**src/rtl/ra_link_stack_pkg.sv**
```systemverilog
// Shared constants and types for the return-address link stack.
package ra_link_stack_pkg;

  localparam logic [4:0] REG_RA      = 5'd31;
  localparam logic [5:0] FUNCT_JR    = 6'b001000;
  localparam int         LINK_OFFSET = 4;
  localparam int         RAS_DEPTH   = 8;

  // Stack operation chosen for the current cycle (before flush override).
  typedef enum logic [1:0] {
    OP_NONE = 2'd0,
    OP_PUSH = 2'd1,
    OP_POP  = 2'd2,
    OP_SWAP = 2'd3
  } stack_op_e;

  // Decode helper for the R-type funct field of a JR.
  function automatic logic is_jr_funct(input logic [5:0] funct);
    return funct == FUNCT_JR;
  endfunction

endpackage

```
**src/rtl/ra_link_stack_if.sv**
```systemverilog
// Bus between decode/control and the return-address link stack.
// Handshake: there is no backpressure. call_en, ret_en and flush are
// single-cycle strobes that the stack always accepts on the rising edge they
// are sampled; link_we, pred_valid and mispredict are single-cycle result
// strobes one cycle later, and link_data/pred_addr hold between strobes.
interface ra_link_stack_if #(
  parameter int AW    = 32,
  parameter int DEPTH = 8
);
  localparam int DW = $clog2(DEPTH) + 1;

  logic          flush;
  logic          call_en;
  logic [AW-1:0] call_pc;
  logic          ret_en;
  logic [AW-1:0] ret_target;
  logic          link_we;
  logic [4:0]    link_addr;
  logic [AW-1:0] link_data;
  logic          pred_valid;
  logic [AW-1:0] pred_addr;
  logic          mispredict;
  logic [DW-1:0] depth;
  logic          overflow;

  modport master (
    output flush, call_en, call_pc, ret_en, ret_target,
    input  link_we, link_addr, link_data, pred_valid, pred_addr,
           mispredict, depth, overflow
  );

  modport slave (
    input  flush, call_en, call_pc, ret_en, ret_target,
    output link_we, link_addr, link_data, pred_valid, pred_addr,
           mispredict, depth, overflow
  );

endinterface

```
**src/rtl/ra_link_stack_mem.sv**
```systemverilog
// DEPTH x AW register array: one synchronous write port, one async read port.
module ra_link_stack_mem #(
  parameter int DEPTH = 8,
  parameter int AW    = 32
) (
  input  logic                     clk,
  input  logic                     we,
  input  logic [$clog2(DEPTH)-1:0] waddr,
  input  logic [AW-1:0]            wdata,
  input  logic [$clog2(DEPTH)-1:0] raddr,
  output logic [AW-1:0]            rdata
);

  logic [AW-1:0] mem [DEPTH];

  // Entry write; contents are not reset, validity is tracked by the count.
  always_ff @(posedge clk) begin
    if (we) mem[waddr] <= wdata;
  end

  assign rdata = mem[raddr];

endmodule

```
**src/rtl/ra_link_stack.sv**
```systemverilog
// Return-address link stack: $ra link write generation, circular RAS push/pop,
// and registered JR target prediction with mispredict detection.
module ra_link_stack
  import ra_link_stack_pkg::*;
#(
  parameter int DEPTH = RAS_DEPTH,
  parameter int AW    = 32
) (
  input logic           clk,
  input logic           reset,
  ra_link_stack_if.slave bus
);

  localparam int PW = $clog2(DEPTH);
  localparam int CW = PW + 1;

  logic [PW-1:0] tos;
  logic [CW-1:0] count;
  logic [AW-1:0] link;
  logic [AW-1:0] top_val;
  logic          full;
  logic          pop_ok;
  stack_op_e     op;
  logic          mem_we;
  logic [PW-1:0] waddr;

  logic          link_we_q;
  logic [AW-1:0] link_data_q;
  logic          pred_valid_q;
  logic [AW-1:0] pred_addr_q;
  logic          mispredict_q;
  logic          overflow_q;

  assign link   = bus.call_pc + AW'(LINK_OFFSET);
  assign full   = (count == CW'(DEPTH));
  assign pop_ok = bus.ret_en && (count != '0);

  // Classify the cycle; a return on an empty stack is ignored.
  always_comb begin
    op = OP_NONE;
    if (bus.call_en && pop_ok) op = OP_SWAP;
    else if (bus.call_en)      op = OP_PUSH;
    else if (pop_ok)           op = OP_POP;
  end

  // Memory write: a push lands above the top, a swap replaces the top.
  always_comb begin
    mem_we = 1'b0;
    waddr  = tos;
    if (!reset && !bus.flush) begin
      case (op)
        OP_PUSH: begin
          mem_we = 1'b1;
          waddr  = tos + PW'(1);
        end
        OP_SWAP: begin
          mem_we = 1'b1;
          waddr  = tos;
        end
        default: ;
      endcase
    end
  end

  ra_link_stack_mem #(.DEPTH(DEPTH), .AW(AW)) u_mem (
    .clk   (clk),
    .we    (mem_we),
    .waddr (waddr),
    .wdata (link),
    .raddr (tos),
    .rdata (top_val)
  );

  // Top pointer and live count; a push on a full stack wraps over the oldest.
  always_ff @(posedge clk) begin
    if (reset || bus.flush) begin
      tos   <= '0;
      count <= '0;
    end else begin
      case (op)
        OP_PUSH: begin
          tos <= tos + PW'(1);
          if (!full) count <= count + CW'(1);
        end
        OP_POP: begin
          tos   <= tos - PW'(1);
          count <= count - CW'(1);
        end
        default: ;
      endcase
    end
  end

  // Sticky overflow; survives flush, cleared only by reset.
  always_ff @(posedge clk) begin
    if (reset) overflow_q <= 1'b0;
    else if (!bus.flush && op == OP_PUSH && full) overflow_q <= 1'b1;
  end

  // Registered link write and prediction outputs.
  always_ff @(posedge clk) begin
    if (reset) begin
      link_we_q    <= 1'b0;
      link_data_q  <= '0;
      pred_valid_q <= 1'b0;
      pred_addr_q  <= '0;
      mispredict_q <= 1'b0;
    end else begin
      link_we_q    <= bus.call_en;
      if (bus.call_en) link_data_q <= link;
      pred_valid_q <= pop_ok;
      mispredict_q <= pop_ok && (top_val != bus.ret_target);
      if (pop_ok) pred_addr_q <= top_val;
    end
  end

  assign bus.link_we    = link_we_q;
  assign bus.link_addr  = REG_RA;
  assign bus.link_data  = link_data_q;
  assign bus.pred_valid = pred_valid_q;
  assign bus.pred_addr  = pred_addr_q;
  assign bus.mispredict = mispredict_q;
  assign bus.depth      = count;
  assign bus.overflow   = overflow_q;

endmodule

```
**src/flat_wrapper.sv**
```systemverilog
// flat-port wrapper written by rule: the top's interface ports become plain ports
module ra_link_stack_flat import ra_link_stack_pkg::*;
#(
  parameter int DEPTH = RAS_DEPTH,
  parameter int AW    = 32
)
  (clk, reset, bus_flush, bus_call_en, bus_call_pc, bus_ret_en, bus_ret_target, bus_link_we, bus_link_addr, bus_link_data, bus_pred_valid, bus_pred_addr, bus_mispredict, bus_depth, bus_overflow);
  ra_link_stack_if #(.AW(AW), .DEPTH(DEPTH)) bus_i ();
  input logic clk;
  input logic reset;
  input wire logic [$bits(bus_i.flush)-1:0] bus_flush;
  input wire logic [$bits(bus_i.call_en)-1:0] bus_call_en;
  input wire logic [$bits(bus_i.call_pc)-1:0] bus_call_pc;
  input wire logic [$bits(bus_i.ret_en)-1:0] bus_ret_en;
  input wire logic [$bits(bus_i.ret_target)-1:0] bus_ret_target;
  output wire logic [$bits(bus_i.link_we)-1:0] bus_link_we;
  output wire logic [$bits(bus_i.link_addr)-1:0] bus_link_addr;
  output wire logic [$bits(bus_i.link_data)-1:0] bus_link_data;
  output wire logic [$bits(bus_i.pred_valid)-1:0] bus_pred_valid;
  output wire logic [$bits(bus_i.pred_addr)-1:0] bus_pred_addr;
  output wire logic [$bits(bus_i.mispredict)-1:0] bus_mispredict;
  output wire logic [$bits(bus_i.depth)-1:0] bus_depth;
  output wire logic [$bits(bus_i.overflow)-1:0] bus_overflow;
  assign bus_i.flush = bus_flush;
  assign bus_i.call_en = bus_call_en;
  assign bus_i.call_pc = bus_call_pc;
  assign bus_i.ret_en = bus_ret_en;
  assign bus_i.ret_target = bus_ret_target;
  assign bus_link_we = bus_i.link_we;
  assign bus_link_addr = bus_i.link_addr;
  assign bus_link_data = bus_i.link_data;
  assign bus_pred_valid = bus_i.pred_valid;
  assign bus_pred_addr = bus_i.pred_addr;
  assign bus_mispredict = bus_i.mispredict;
  assign bus_depth = bus_i.depth;
  assign bus_overflow = bus_i.overflow;
  ra_link_stack #(.DEPTH(DEPTH), .AW(AW)) u_core (.clk(clk), .reset(reset), .bus(bus_i));
endmodule
```
**config.mk**
```make
export PLATFORM = sky130hd
export DESIGN_NAME = ra_link_stack_flat
export DESIGN_NICKNAME = d
export VERILOG_FILES = /design/src/rtl/ra_link_stack_pkg.sv /design/src/rtl/ra_link_stack_if.sv /design/src/rtl/ra_link_stack_mem.sv /design/src/rtl/ra_link_stack.sv /design/src/flat_wrapper.sv
export SDC_FILE = /design/constraint.sdc
export NUM_CORES = 1
export LEC_CHECK = 0
export ABC_CLOCK_PERIOD_IN_PS = 5600
export CORE_UTILIZATION = 30
export DETAILED_ROUTE_END_ITERATION = 6
export PLACE_DENSITY = 0.49
export SYNTH_ARGS = -nofsm -noshare
export SYNTH_HDL_FRONTEND = slang
export SYNTH_HIERARCHICAL = 1
export SYNTH_SLANG_ARGS = --single-unit
```
**constraint.sdc**
```tcl
create_clock -name clk -period 5.6 [get_ports clk]
set_clock_uncertainty 0.05 [all_clocks]
set_input_delay 0.56 -clock clk [delete_from_list [all_inputs] [get_ports clk]]
set_output_delay 0.56 -clock clk [all_outputs]
set_load 0.02 [all_outputs]
```
Word-level counts from Yosys, hierarchy flattened
Memories as Yosys holds them, arrays and structs flattened. A register that Yosys moved wholly into a read port is not among the register bits.
Index checks and enable logic that the tools add are counted.
{ "totals": {"output_inout_bits": 77, "register_bits": 75, "word_cells": 47, "input_bits": 69, "mem_bits_rw": 256, "mem_count": 1} }
{ "memory_table": {"columns": ["memory", "depth", "width", "rd", "rd_ports_with_merged_regs", "wr", "line", "text"], "rows": [
  ["u_core.u_mem.mem", 8, 32, 1, 1, 1, "ra_link_stack_mem.sv:14", "logic [AW-1:0] mem [DEPTH];"]
]} }
{ "classes": {"n_eq_ne": 6, "add_sub_neg": 5, "mux": 14, "n_reduce_logical": 13} }
{ "op_table": {"columns": ["operator", "count"], "rows": [
  ["adder 32 x 3 -> 32 bit (second input constant)", 1],
  ["!= test 32 bit", 1],
  ["2-to-1 mux 3 bit", 4],
  ["one-hot mux 4 bit (2 select lines)", 1],
  ["logical AND 1 bit", 6],
  ["2-to-1 mux 2 bit", 3],
  ["one-hot mux 3 bit (2 select lines)", 1],
  ["adder 4 x 1 -> 4 bit (second input constant)", 1],
  ["== test 2 bit (second input constant)", 2],
  ["== test 4 bit (second input constant)", 1],
  ["2-to-1 mux 1 bit", 4],
  ["2-to-1 mux 4 bit", 1],
  ["nonzero test 4 bit", 1],
  ["subtractor 4 x 1 -> 4 bit (second input constant)", 1],
  ["adder 3 x 1 -> 3 bit (second input constant)", 1],
  ["subtractor 3 x 1 -> 3 bit (second input constant)", 1],
  ["== test 2 x 1 -> 1 bit (second input constant)", 1],
  ["logical NOT 1 bit", 2],
  ["!= test 2 bit (second input constant)", 1],
  ["AND reduction 2 bit", 1],
  ["nonzero test 2 bit", 1],
  ["OR reduction 2 bit", 1],
  ["logical OR 1 bit", 1]
]} }

Logic depth before layout (Yosys ltp)
Gate-level depths: netlist of the first run.
{ "depth": {"ltp_word": 11, "ltp_mapped": 11, "depth_no_buf": 9} }

Modules after synthesis
The synthesis of the first run kept the hierarchy.
{ "modules_own_cells": {"columns": ["mod", "seq_area_each_um2", "cells_per_inst", "area_per_inst_um2", "n_inst"], "rows": [
  ["ra_link_stack_mem", 7687.4, 383, 9825.7, 1],
  ["ra_link_stack", 1501.4, 496, 3995.1, 1]
]} }

Worst setup path before layout of the first run
Ideal clock, no wire load.
{ "synth_timing": {"kind": "flip-flop to flip-flop", "start": "register u_core.count[0], in the netlist u_core/bus.depth[0]", "end": "memory u_core.u_mem.mem[0][0], enable pin", "required_ns": 5.089, "path_stages_with_launch": 10, "synth_period_minus_slack_ns": 4.960, "path_slack_ns": 0.640, "arrival_time_ns": 4.449, "setup_ns": 0.461, "path_buffers": 2, "cell_sequence": "dfxtp_1 or3_1 o21a_1 clkbuf_1 clkinv_1 clkbuf_1 ha_1 nand2_1 mux2_2 nor3_1"} }
{ "synth_between": {"word_cells_on_any_way": 15, "cone_classes": "eq/ne: 2; mux: 9; reduce/logical: 4"} }
{ "synth_lines": {"columns": ["item", "line", "text"], "rows": [
  ["from (decl)", "ra_link_stack.sv:18", "logic [CW-1:0] count;"],
  ["from (signal assigned)", "ra_link_stack.sv:83", "if (!full) count <= count + CW'(1);"],
  ["from (signal assigned)", "ra_link_stack.sv:87", "count <= count - CW'(1);"],
  ["nonzero test 4 bit (*)", "ra_link_stack.sv:36", "assign pop_ok = bus.ret_en && (count != '0);"],
  ["logical AND 1 bit (*)", "ra_link_stack.sv:36", null],
  ["2-to-1 mux 2 bit", "ra_link_stack.sv:43", "else if (pop_ok) op = OP_POP;"],
  ["2-to-1 mux 2 bit", "ra_link_stack.sv:42", "else if (bus.call_en) op = OP_PUSH;"],
  ["2-to-1 mux 2 bit (*)", "ra_link_stack.sv:41", "if (bus.call_en && pop_ok) op = OP_SWAP;"],
  ["== test 2 x 1 -> 1 bit (*)", "ra_link_stack.sv:51", "case (op)"],
  ["2-to-1 mux 3 bit (*)", "ra_link_stack.sv:51", null],
  ["2-to-1 mux 3 bit (*)", "ra_link_stack.sv:50", "if (!reset && !bus.flush) begin"],
  ["named net u_core.waddr[1]", "ra_link_stack.sv:25", "logic [PW-1:0] waddr;"],
  ["to (decl)", "ra_link_stack_mem.sv:14", null]
]} }
Mark *: on every way through the listed nets, which the timed path passes. The rest lies on a longest branch.

==> results of run 1 <==
kinds of logic (layout without fill, tap and decap cells):
logic type	count (synthesis)	count (layout)	share of synthesized area, %
muxes	101	101	14.5
AOI/OAI and AO/OA	84	84	4.03
buffers and inverters	67	245	2.46
other	1	6	0.0271
DFF	331	331	66.5
xor gates and xnor gates	55	55	3.49
and+or+nand+nor	231	231	8.15
adders and majority gates	9	9	0.869
state kept, by name, summed over array words and instances (netlist names):
register / count
u_core/bus.depth: 4
u_core/bus.link_data: 32
u_core/bus.link_we: 1
u_core/bus.mispredict: 1
u_core/bus.overflow: 1
u_core/bus.pred_addr: 32
u_core/bus.pred_valid: 1
u_core/tos: 3
u_core/u_mem/mem: 256
synthesized netlist by cell type (9+ instances only):
| master | number |
|---|---|
| sky130_fd_sc_hd__edfxtp_1 | 256 |
| sky130_fd_sc_hd__nand2_1 | 88 |
| sky130_fd_sc_hd__dfxtp_1 | 75 |
| sky130_fd_sc_hd__nor2_1 | 64 |
| sky130_fd_sc_hd__xnor2_1 | 43 |
| sky130_fd_sc_hd__mux4_1 | 40 |
| sky130_fd_sc_hd__a21oi_1 | 33 |
| sky130_fd_sc_hd__mux2_2 | 33 |
| sky130_fd_sc_hd__clkbuf_1 | 25 |
| sky130_fd_sc_hd__mux4_2 | 24 |
| sky130_fd_sc_hd__inv_1 | 16 |
| sky130_fd_sc_hd__nand4_1 | 15 |
| sky130_fd_sc_hd__a211oi_1 | 14 |
| sky130_fd_sc_hd__xor2_1 | 12 |
| sky130_fd_sc_hd__a311oi_1 | 11 |
| sky130_fd_sc_hd__nor4_1 | 11 |
| sky130_fd_sc_hd__nand3_1 | 9 |
worst max path at each step:
stage	to	start	cells past startpoint
2_1_floorplan	u_core/u_mem/mem[0][0]	u_core/bus.depth[0]	9
3_3_place_gp	u_core/bus.mispredict	u_core/tos[0]	7
3_5_place_dp	u_core/bus.mispredict	u_core/tos[0]	7
4_1_cts	u_core/bus.mispredict	u_core/tos[0]	7
5_1_grt	u_core/bus.mispredict	u_core/tos[0]	7
6_report	u_core/bus.mispredict	u_core/tos[0]	7
through the flow:
stage / hold slack, ns / area (um^2)
floorplan: 0.432 / 13800
global placement: 0.396 / 15900
detailed placement: 0.398 / 15900
CTS: 0.370 / 17100
global route: 0.408 / 17100
finish: 0.403 / 17100
layout make-up:
class	instances	area, um^2
antenna	1	2.50
clock buffer	58	1110
clock inverter	11	105
fill	4253	28300
inverter	17	63.8
multi-input combinational	485	4330
sequential	331	9190
tap	600	751
timing repair buffer	159	1560
worst max-delay path: cells and delay by family, from the launching register on:
kind,cells,cell delay (ns)
compound gates,1,0.18
xor+xnor,1,0.20
buf+inv,1,0.35
flops,1,0.90
mux,2,0.92
simple gates,2,0.87
power by group through the flow:
stage | Clock (mW) | Sequential [mW] | Combinational [mW]
finish | 2.42 | 2.74 | 0.538
global route | 2.58 | 2.74 | 0.579
CTS | 2.49 | 2.74 | 0.549
detailed placement | 0 | 2.79 | 0.546
global placement | 0 | 2.79 | 0.545
floorplan | 0 | 2.81 | 0.280
layer usage:
| layer | vias to the layer above | share of wire, % |
|---|---|---|
| met1 | 4074 | 46 |
| met2 | 186 | 48 |
| met4 | 0 | 1.6 |
| met5 | - | 0 |
| met3 | 45 | 4.2 |
| li1 | 3715 | - |
==> impl_metrics.sql, run 1 <==
INSERT INTO impl_metrics (metric_group, metric, value, unit) VALUES
('outcome', 'status', 'completed', ''),
('critical_path', 'crit_required', '5.93', 'ns'),
('timing', 'clock.fmax', '274', 'MHz'),
('cts', 'postCtsResizedCells', '0', ''),
('critical_path', 'critical_path.slowest_cell', 'sky130_fd_sc_hd__dfxtp_4', ''),
('power_and_ir_drop', 'swShare', '22.8', '%'),
('synth', 'synth_seq_cells', '331', ''),
('cts', 'tritoncts', 'yes', ''),
('timing', 'finalHoldViolCount', '0', ''),
('die', 'design.die.area', '0.0469', 'mm^2'),
('synth', 'post_synthesis_sequential_area_ratio', '66.5', '%'),
('timing', 'actual_slew_at_the_worst_max_slew_pin', '1.07', 'ns'),
('hold_path', 'min_to', 'u_core/bus.pred_addr[30]', ''),
('cts', 'cts.sinks', '331', ''),
('timing', 'finalWorstPathRequiredPeriod', '3.65', 'ns'),
('synth', 'synth_area_leader_cell', 'sky130_fd_sc_hd__edfxtp_1', ''),
('placed_design', 'post-place-ws', '1.76', 'ns'),
('placed_design', 'dp.cells', '1592', ''),
('drt', 'route.vias.total', '8020', ''),
('cts', 'cts_post_setup_buffers_inserted', '0', ''),
('cts', 'cts_hold_buf', '0', ''),
('power_and_ir_drop', 'total_switching_power', '1.29', 'mW'),
('cts', 'clk_transition_reported_paths', '0.06', 'ns'),
('drt', 'antenna_violating_nets_post_route', '0', ''),
('cts', 'cts.root.buffer_cell', 'sky130_fd_sc_hd__clkbuf_16', ''),
('drt', 'finalWirelength', '36.4', 'mm'),
('power_and_ir_drop', 'power.leakage', '5.52', 'nW'),
('timing', 'setup_repair_after_global_routing_missed_its_margin', 'no', ''),
('power_and_ir_drop', 'cell_internal_pwr', '4.40', 'mW'),
('timing', 'final-setup-viol-count', '0', ''),
('hold_path', 'whs_path_depth', '2', ''),
('placed_design', 'last_weighted_congestion_value_of_the_routability_driven_placer', '0.748', ''),
('critical_path', 'worst-endpoint-arrival', '3.98', 'ns'),
('drt', 'drc', '0', ''),
('cells_and_area', 'post_layout_nonfiller_instances', '1662', ''),
('power_and_ir_drop', 'vdd_ir_drop_max', '0.172', 'mV'),
('timing', 'fin_setup_tns', '0', 'ns'),
('die', 'die_h', '217', 'um'),
('cells_and_area', 'most_common_cell_after_layout_fill_and_taps_aside', 'sky130_fd_sc_hd__edfxtp_1', ''),
('power_and_ir_drop', 'ratio_of_total_power_to_cell_area', '332', 'mW/mm^2'),
('cts', 'htree_levels', '2', ''),
('hold_path', 'worstHoldPathType', 'register to register', ''),
('global_route', 'grt_antenna_before_repair', '1', ''),
('die', 'num_io_pins', '146', ''),
('job', 'max_capacitance_violation_count', '0', ''),
('die', 'placement_rows', '78', ''),
('critical_path', 'startpoint_type', 'register', ''),
('placed_design', 'port-buffer-count', '140', ''),
('drt', 'viasPerCell', '4.83', ''),
('synth', 'postSynth.topFlopCell', 'sky130_fd_sc_hd__edfxtp_1', ''),
('synth', 'ys_types', '50', ''),
('global_route', 'grt_busiest_layer', 'met2', ''),
('synth', 'synthDominantCellAreaShare', '55.6', '%'),
('critical_path', 'crit_path_max_incr_delay', '0.90', 'ns'),
('global_route', 'first_pass_grt_wire_length', '53.6', 'mm'),
('synth', 'syn-instance-count', '879', ''),
('critical_path', 'crit-reg2reg-launch', 'u_core/tos[0]', ''),
('cts', 'cts-buffers-inserted', '38', ''),
('drt', 'drt_iter0_markers', '579', ''),
('global_route', 'grt_start_max_net_pins', '68', ''),
('synth', 'synth.area.top_cells', 'sky130_fd_sc_hd__edfxtp_1, sky130_fd_sc_hd__dfxtp_1, sky130_fd_sc_hd__mux4_1, sky130_fd_sc_hd__mux4_2, sky130_fd_sc_hd__xnor2_1', ''),
('power_and_ir_drop', 'power.sequential.fraction', '48.1', '%'),
('power_and_ir_drop', 'power.share.combinational', '9.5', '%'),
('cts', 'clkLatencyLatePin', '0.53', 'ns'),
('global_route', 'globalRouteMet1Util', '21.3', '%'),
('timing', 'max_slew_margin', '27.7', '%'),
('critical_path', 'timing.critical_path.to_type', 'register', ''),
('drt', 'average_routed_wire_per_standard_cell', '21.9', 'um'),
('cts', 'cts.path.max_buffers', '3', ''),
('cells_and_area', 'finalCoreUtilization', '37.7', '%'),
('cells_and_area', 'post_route_cells_drive_above_1_share', '14.5', '%');
No activity file was read; power rests on OpenSTA's default activity.
==> run 2, diff against run 1 <==
--- a/config.mk
+++ b/config.mk
@@ -5,7 +5,7 @@
 export SDC_FILE = /design/constraint.sdc
 export NUM_CORES = 1
 export LEC_CHECK = 0
-export ABC_CLOCK_PERIOD_IN_PS = 5600
+export ABC_CLOCK_PERIOD_IN_PS = 3700
 export CORE_UTILIZATION = 30
 export DETAILED_ROUTE_END_ITERATION = 6
 export PLACE_DENSITY = 0.49
==> constraint.sdc (replaced) <==
create_clock -name clk -period 3.7 [get_ports clk]
set_clock_uncertainty 0.05 [all_clocks]
set_input_delay 0.37 -clock clk [delete_from_list [all_inputs] [get_ports clk]]
set_output_delay 0.37 -clock clk [all_outputs]
set_load 0.02 [all_outputs]
==> impl_metrics.sql, run 2 (synthesis results as in run 1) <==
INSERT INTO impl_metrics (metric_group, metric, value, unit) VALUES
('global_route', 'first_global_vias', '8163', ''),
('cts', 'cts.path.max_buffers', '3', ''),
('placed_design', 'last_weighted_congestion_value_of_the_routability_driven_placer', '0.772', ''),
('cts', 'clk_transition_reported_paths', '0.06', 'ns'),
('cells_and_area', 'post_route_cells_drive_above_1_share', '16.0', '%'),
('critical_path', 'worstPathMaxFanout', '31', ''),
('cts', 'cts.sinks', '331', ''),
('job', 'max_capacitance_violation_count', '0', ''),
('cts', 'postCtsResizedCells', '1', ''),
('cts', 'clkLatencyLatePin', '0.54', 'ns'),
('timing', 'worst_hold_slack', '0.195', 'ns'),
('global_route', 'grt_antenna_before_repair', '0', ''),
('drt', 'drt_iter0_markers', '455', ''),
('timing', 'clock.fmax', '303', 'MHz'),
('critical_path', 'startpoint_type', 'register', ''),
('critical_path', 'timing.critical_path.to_type', 'register', ''),
('cells_and_area', 'most_common_cell_after_layout_fill_and_taps_aside', 'sky130_fd_sc_hd__edfxtp_1', ''),
('cts', 'htree_levels', '2', ''),
('timing', 'final-setup-viol-count', '0', ''),
('cells_and_area', 'largest_register_ffs', '256', ''),
('die', 'design.die.area', '0.0469', 'mm^2'),
('drt', 'viasPerCell', '4.82', ''),
('global_route', 'first_pass_grt_wire_length', '54.0', 'mm'),
('cells_and_area', 'layout-area-overhead-vs-synth', '25.4', '%'),
('power_and_ir_drop', 'power.leakage', '5.62', 'nW'),
('drt', 'route.vias.total', '8074', ''),
('drt', 'average_routed_wire_per_standard_cell', '21.7', 'um'),
('cts', 'cts.root.buffer_cell', 'sky130_fd_sc_hd__clkbuf_16', ''),
('hold_path', 'worstHoldPathType', 'primary input to register', ''),
('placed_design', 'dp.cells', '1607', ''),
('critical_path', 'critPathKind', 'register to register', ''),
('drt', 'drc', '0', ''),
('placed_design', 'post-place-ws', '0.0261', 'ns'),
('timing', 'max_slew_margin', '41.4', '%'),
('drt', 'finalWirelength', '36.3', 'mm'),
('cells_and_area', 'nFillCells', '4202', ''),
('outcome', 'status', 'completed', ''),
('timing', 'fin_ws', '0.401', 'ns'),
('cts', 'cts_post_setup_buffers_inserted', '0', ''),
('cts', 'cts-buffers-inserted', '38', ''),
('timing', 'finalWorstPathRequiredPeriod', '3.30', 'ns'),
('placed_design', 'port-buffer-count', '140', ''),
('global_route', 'gr-usage-all-layers', '15.6', '%'),
('cts', 'tritoncts', 'yes', ''),
('timing', 'timing.final.crit_share', '89.2', '%'),
('die', 'placement_rows', '78', ''),
('die', 'die_h', '217', 'um'),
('drt', 'antenna_violating_nets_post_route', '0', ''),
('global_route', 'grt_start_max_net_pins', '68', ''),
('die', 'die-width', '217', 'um'),
('timing', 'setup_repair_after_global_routing_missed_its_margin', 'no', ''),
('die', 'initial_utilization', '30.5', '%'),
('critical_path', 'crit_required', '4.03', 'ns'),
('timing', 'fin_setup_tns', '0', 'ns'),
('cells_and_area', 'most_frequent_cells_in_the_layout', 'sky130_fd_sc_hd__edfxtp_1, sky130_fd_sc_hd__clkdlybuf4s50_1, sky130_fd_sc_hd__nand2_1, sky130_fd_sc_hd__dfxtp_1, sky130_fd_sc_hd__nor2_1', ''),
('power_and_ir_drop', 'vdd_ir_drop_max', '0.257', 'mV'),
('cells_and_area', 'nets', '1125', ''),
('timing', 'actual_slew_at_the_worst_max_slew_pin', '0.873', 'ns'),
('placed_design', 'dpl.hpwl', '24.1', 'mm'),
('timing', 'final-max-slew-violation-count', '0', ''),
('die', 'num_io_pins', '146', ''),
('power_and_ir_drop', 'post-layout-total-power', '8.76', 'mW'),
('timing', 'finalHoldViolCount', '0', ''),
('die', 'core_area', '0.0454', 'mm^2'),
('global_route', 'globalRoute.totalOverflow', '0', ''),
('cells_and_area', 'registers.top_by_ff_count', 'u_core/u_mem/mem', ''),
('drt', 'drt_pre_antenna_iters', '5', ''),
('cells_and_area', 'post_layout_nonfiller_instances', '1676', ''),
('cells_and_area', 'antenna_cells_inserted', '0', ''),
('critical_path', 'worst-endpoint-arrival', '3.63', 'ns'),
('cts', 'cts_hold_buf', '0', ''),
('power_and_ir_drop', 'ratio_of_total_power_to_cell_area', '505', 'mW/mm^2');
run 2: cell types whose count changed in the layout (fill, tap and decap cells not counted), moves of 2 or more:
cell / delta
sky130_fd_sc_hd__buf_4: +11
sky130_fd_sc_hd__clkbuf_1: -10
sky130_fd_sc_hd__clkinv_1: +8
sky130_fd_sc_hd__buf_12: +4
sky130_fd_sc_hd__bufinv_16: +3
sky130_fd_sc_hd__clkbuf_8: -3
sky130_fd_sc_hd__clkinvlp_4: +2
sky130_fd_sc_hd__nor3_2: -2
sky130_fd_sc_hd__nor3_4: +2
run 2: metal layers:
metal	wire length [um]	global-route usage, %	share of wire, %	up-vias
met5	0	0	0	-
met4	731	4.51	2.0	0
met3	1560	2.40	4.3	48
met2	16700	24.6	46	207
met1	17300	22.2	48	4080
li1	-	-	-	3739
run 2: cell type report:
class	count	area, um^2	area share [%]
timing repair buffer	174	1720	9.93
sequential	331	9190	53.0
inverter	17	63.8	0.368
clock inverter	25	245	1.41
multi-input combinational	485	4360	25.1
tap	600	751	4.33
clock buffer	44	1000	5.80
run 2: metrics by stage:
stage	util, %	area (um^2)
floorplan	-	13900
global placement	35.4	16100
detailed placement	35.4	16100
CTS	38.2	17300
finish	38.2	17300
global route	38.2	17300
run 2: worst max-delay path, stage by stage (launching register included):
cell	delay, ns
sky130_fd_sc_hd__dfxtp_4	0.54
sky130_fd_sc_hd__buf_12	0.31
sky130_fd_sc_hd__buf_12	0.21
sky130_fd_sc_hd__mux4_1	0.58
sky130_fd_sc_hd__mux2_2	0.33
sky130_fd_sc_hd__xnor2_1	0.19
sky130_fd_sc_hd__nand4_1	0.25
sky130_fd_sc_hd__nor4_2	0.51
sky130_fd_sc_hd__a21boi_0	0.16
run 2: report_power, final:
part / switching (mW) / internal, mW
combinational: 0.469 / 0.375
clock: 1.50 / 2.29
sequential: 0.0461 / 4.08
run 2: path summary, 6_finish.rpt:
path,start,end,slack (ns),cells past startpoint
max,u_core/tos[0],u_core/bus.mispredict,0.40,8
min reg2reg,u_core/bus.pred_addr[6],u_core/bus.pred_addr[6],0.41,2
min,bus_call_en,u_core/bus.link_data[0],0.19,3
max reg2reg,u_core/tos[0],u_core/bus.mispredict,0.40,8
==> run 3, diff against run 2 <==
--- a/config.mk
+++ b/config.mk
@@ -9,6 +9,7 @@
 export CORE_UTILIZATION = 30
 export DETAILED_ROUTE_END_ITERATION = 6
 export PLACE_DENSITY = 0.49
+export RECOVER_POWER = 25
 export SYNTH_ARGS = -nofsm -noshare
 export SYNTH_HDL_FRONTEND = slang
 export SYNTH_HIERARCHICAL = 1
==> impl_metrics.sql, run 3 (synthesis results as in run 1) <==
INSERT INTO impl_metrics (metric_group, metric, value, unit) VALUES
('critical_path', 'worst-endpoint-arrival', '3.65', 'ns'),
('drt', 'average_routed_wire_per_standard_cell', '21.7', 'um'),
('cts', 'cts.root.buffer_cell', 'sky130_fd_sc_hd__clkbuf_16', ''),
('cells_and_area', 'layout.area.seq', '0.00919', 'mm^2'),
('cells_and_area', 'antenna_cells_inserted', '0', ''),
('drt', 'viasPerCell', '4.82', ''),
('cells_and_area', 'nFillCells', '4205', ''),
('drt', 'finalWirelength', '36.3', 'mm'),
('critical_path', 'critical_path.slowest_cell', 'sky130_fd_sc_hd__mux4_1', ''),
('critical_path', 'rr_endpoint', 'u_core/bus.mispredict', ''),
('cts', 'tritoncts', 'yes', ''),
('job', 'max_capacitance_violation_count', '1', ''),
('placed_design', 'port-buffer-count', '140', ''),
('critical_path', 'crit_required', '4.03', 'ns'),
('drt', 'drt_iter0_markers', '470', ''),
('timing', 'finalWorstPathRequiredPeriod', '3.32', 'ns'),
('drt', 'drc', '0', ''),
('cts', 'cts.path.max_buffers', '3', ''),
('power_and_ir_drop', 'post-layout-total-power', '8.74', 'mW'),
('cts', 'htree_levels', '2', ''),
('global_route', 'grt_antenna_before_repair', '0', ''),
('cells_and_area', 'final_area', '0.0173', 'mm^2'),
('cells_and_area', 'registers.top_by_ff_count', 'u_core/u_mem/mem', ''),
('cts', 'cts.sinks', '331', ''),
('cells_and_area', 'most_common_cell_after_layout_fill_and_taps_aside', 'sky130_fd_sc_hd__edfxtp_1', ''),
('cts', 'cts-buffers-inserted', '38', ''),
('cts', 'cts_post_setup_buffers_inserted', '0', ''),
('cells_and_area', 'area_of_the_multi_input_gates', '0.00435', 'mm^2'),
('die', 'design.die.area', '0.0469', 'mm^2'),
('critical_path', 'buffers_and_inverters_on_the_worst_path', '2', ''),
('cts', 'clk_transition_reported_paths', '0.06', 'ns'),
('cells_and_area', 'post_route_cells_drive_above_1_share', '15.6', '%'),
('drt', 'route.vias.total', '8079', ''),
('hold_path', 'min-delay-start', 'bus_call_en', ''),
('critical_path', 'worstPathMaxFanout', '31', ''),
('critical_path', 'critPathKind', 'register to register', ''),
('cts', 'postCtsResizedCells', '1', ''),
('timing', 'max_slew_margin', '-130', '%'),
('critical_path', 'timing.critical_path.cells', 'buf_12 -> buf_12 -> mux4_1 -> mux2_2 -> xnor2_1 -> nand4_1 -> nor4_2 -> a21boi_0', ''),
('cells_and_area', 'nets', '1125', ''),
('outcome', 'violations_in_the_final_reports', 'max-capacitance violations, max-slew violations', ''),
('die', 'die-width', '217', 'um'),
('placed_design', 'dpl.hpwl', '24.1', 'mm'),
('hold_path', 'min_to', 'u_core/bus.link_data[0]', ''),
('die', 'num_io_pins', '146', ''),
('timing', 'final-max-slew-violation-count', '68', ''),
('timing', 'final-setup-viol-count', '0', ''),
('timing', 'setup_repair_after_global_routing_missed_its_margin', 'no', ''),
('critical_path', 'worst_path_dominant_cell_family', 'multiplexers', ''),
('critical_path', 'path_common_cell', 'sky130_fd_sc_hd__buf_12', ''),
('global_route', 'globalRoute.totalOverflow', '0', ''),
('placed_design', 'last_weighted_congestion_value_of_the_routability_driven_placer', '0.772', ''),
('cells_and_area', 'layout-area-overhead-vs-synth', '25.3', '%'),
('die', 'die_h', '217', 'um'),
('power_and_ir_drop', 'power.leakage', '5.79', 'nW'),
('timing', 'actual_slew_at_the_worst_max_slew_pin', '3.45', 'ns'),
('critical_path', 'startpoint_type', 'register', ''),
('global_route', 'first_pass_grt_wire_length', '54.0', 'mm'),
('power_and_ir_drop', 'ratio_of_total_power_to_cell_area', '505', 'mW/mm^2'),
('outcome', 'status', 'complete, but fails checks', ''),
('global_route', 'grt_start_max_net_pins', '68', ''),
('timing', 'worst_hold_slack', '0.197', 'ns'),
('cells_and_area', 'finalCoreUtilization', '38.2', '%'),
('critical_path', 'worst-r2r-setup-slack', '0.38', 'ns'),
('critical_path', 'crit-reg2reg-launch', 'u_core/tos[0]', ''),
('drt', 'antenna_violating_nets_post_route', '0', ''),
('critical_path', 'crit_path_max_incr_delay', '0.58', 'ns'),
('timing', 'timing.final.crit_share', '89.8', '%'),
('cells_and_area', 'most_frequent_cells_in_the_layout', 'sky130_fd_sc_hd__edfxtp_1, sky130_fd_sc_hd__nand2_1, sky130_fd_sc_hd__dfxtp_1, sky130_fd_sc_hd__dlygate4sd3_1, sky130_fd_sc_hd__clkdlybuf4s50_1', ''),
('drt', 'drt_pre_antenna_iters', '5', ''),
('global_route', 'first_global_vias', '8163', ''),
('placed_design', 'post_dp_cell_area', '0.0161', 'mm^2'),
('critical_path', 'reg2reg_depth', '8', ''),
('hold_path', 'worstHoldPathType', 'primary input to register', ''),
('global_route', 'gr-usage-all-layers', '15.6', '%'),
('cts', 'cts_hold_buf', '0', ''),
('timing', 'clock.fmax', '301', 'MHz'),
('cts', 'clkLatencyLatePin', '0.54', 'ns'),
('die', 'initial_utilization', '30.5', '%'),
('hold_path', 'whs_path_depth', '3', ''),
('power_and_ir_drop', 'vdd_ir_drop_max', '0.257', 'mV'),
('die', 'core_area', '0.0454', 'mm^2'),
('critical_path', 'timing.critical_path.to_type', 'register', ''),
('timing', 'finalHoldViolCount', '0', ''),
('cells_and_area', 'largest_register_ffs', '256', ''),
('die', 'placement_rows', '78', '');
[run 3: cell types whose count changed in the layout (fill, tap and decap cells not counted), sizes merged]
cell,change
dlygate4sd3,+70
clkbuf,+3
buf,-3
clkdlybuf4s50,-70
[run 3: worst min-delay path, delay by kind of cell]
family                 cells  cell delay (ns)
and+or+nand+nor            1             0.07
buffers and inverters      1             0.19
muxes                      1             0.10
[run 3: metal layers]
layer	vias to the layer above	GRT usage (%)	routed length (um)	part of all wire, %
met5	-	0	0	0
met4	0	4.51	731	2.0
met3	48	2.40	1570	4.3
met2	207	24.6	16700	46
met1	4083	22.2	17300	48
li1	3741	-	-	-
[run 3: report_power, final]
group / internal [mW] / total, mW / switching, mW
Combinational: 0.359 / 0.827 / 0.469
Sequential: 4.08 / 4.13 / 0.0443
Clock: 2.29 / 3.79 / 1.50
[run 3: worst max path at each step]
stage	startpoint	to	cells past startpoint	slack [ns]
after floorplan	u_core/bus.depth[0]	u_core/u_mem/mem[3][0]	10	-0.49
after global placement	u_core/tos[0]	u_core/bus.mispredict	8	-0.0008
after detailed placement	u_core/tos[0]	u_core/bus.mispredict	8	0.03
after CTS	u_core/tos[0]	u_core/bus.mispredict	8	0.27
after global routing	u_core/tos[0]	u_core/bus.mispredict	8	0.17
final	u_core/tos[0]	u_core/bus.mispredict	8	0.38
[run 3: cell type report]
cell class                 instances  share of cell area [%]
tap                              600                    4.33
clock buffer                      44                    5.80
sequential                       331                    53.1
timing repair buffer             174                    9.88
inverter                          17                   0.368
multi-input combinational        485                    25.1
clock inverter                    25                    1.42
[run 3: per-stage QoR]
step / TNS (ns) / instances / setup WS [ns]
global route: 0 / 1676 / 0.170
finish: 0 / 1676 / 0.376
floorplan: -63.78 / 883 / -0.489
detailed placement: 0 / 1607 / 0.0261
global placement: -0.000806 / 1607 / -0.000806
CTS: 0 / 1676 / 0.272
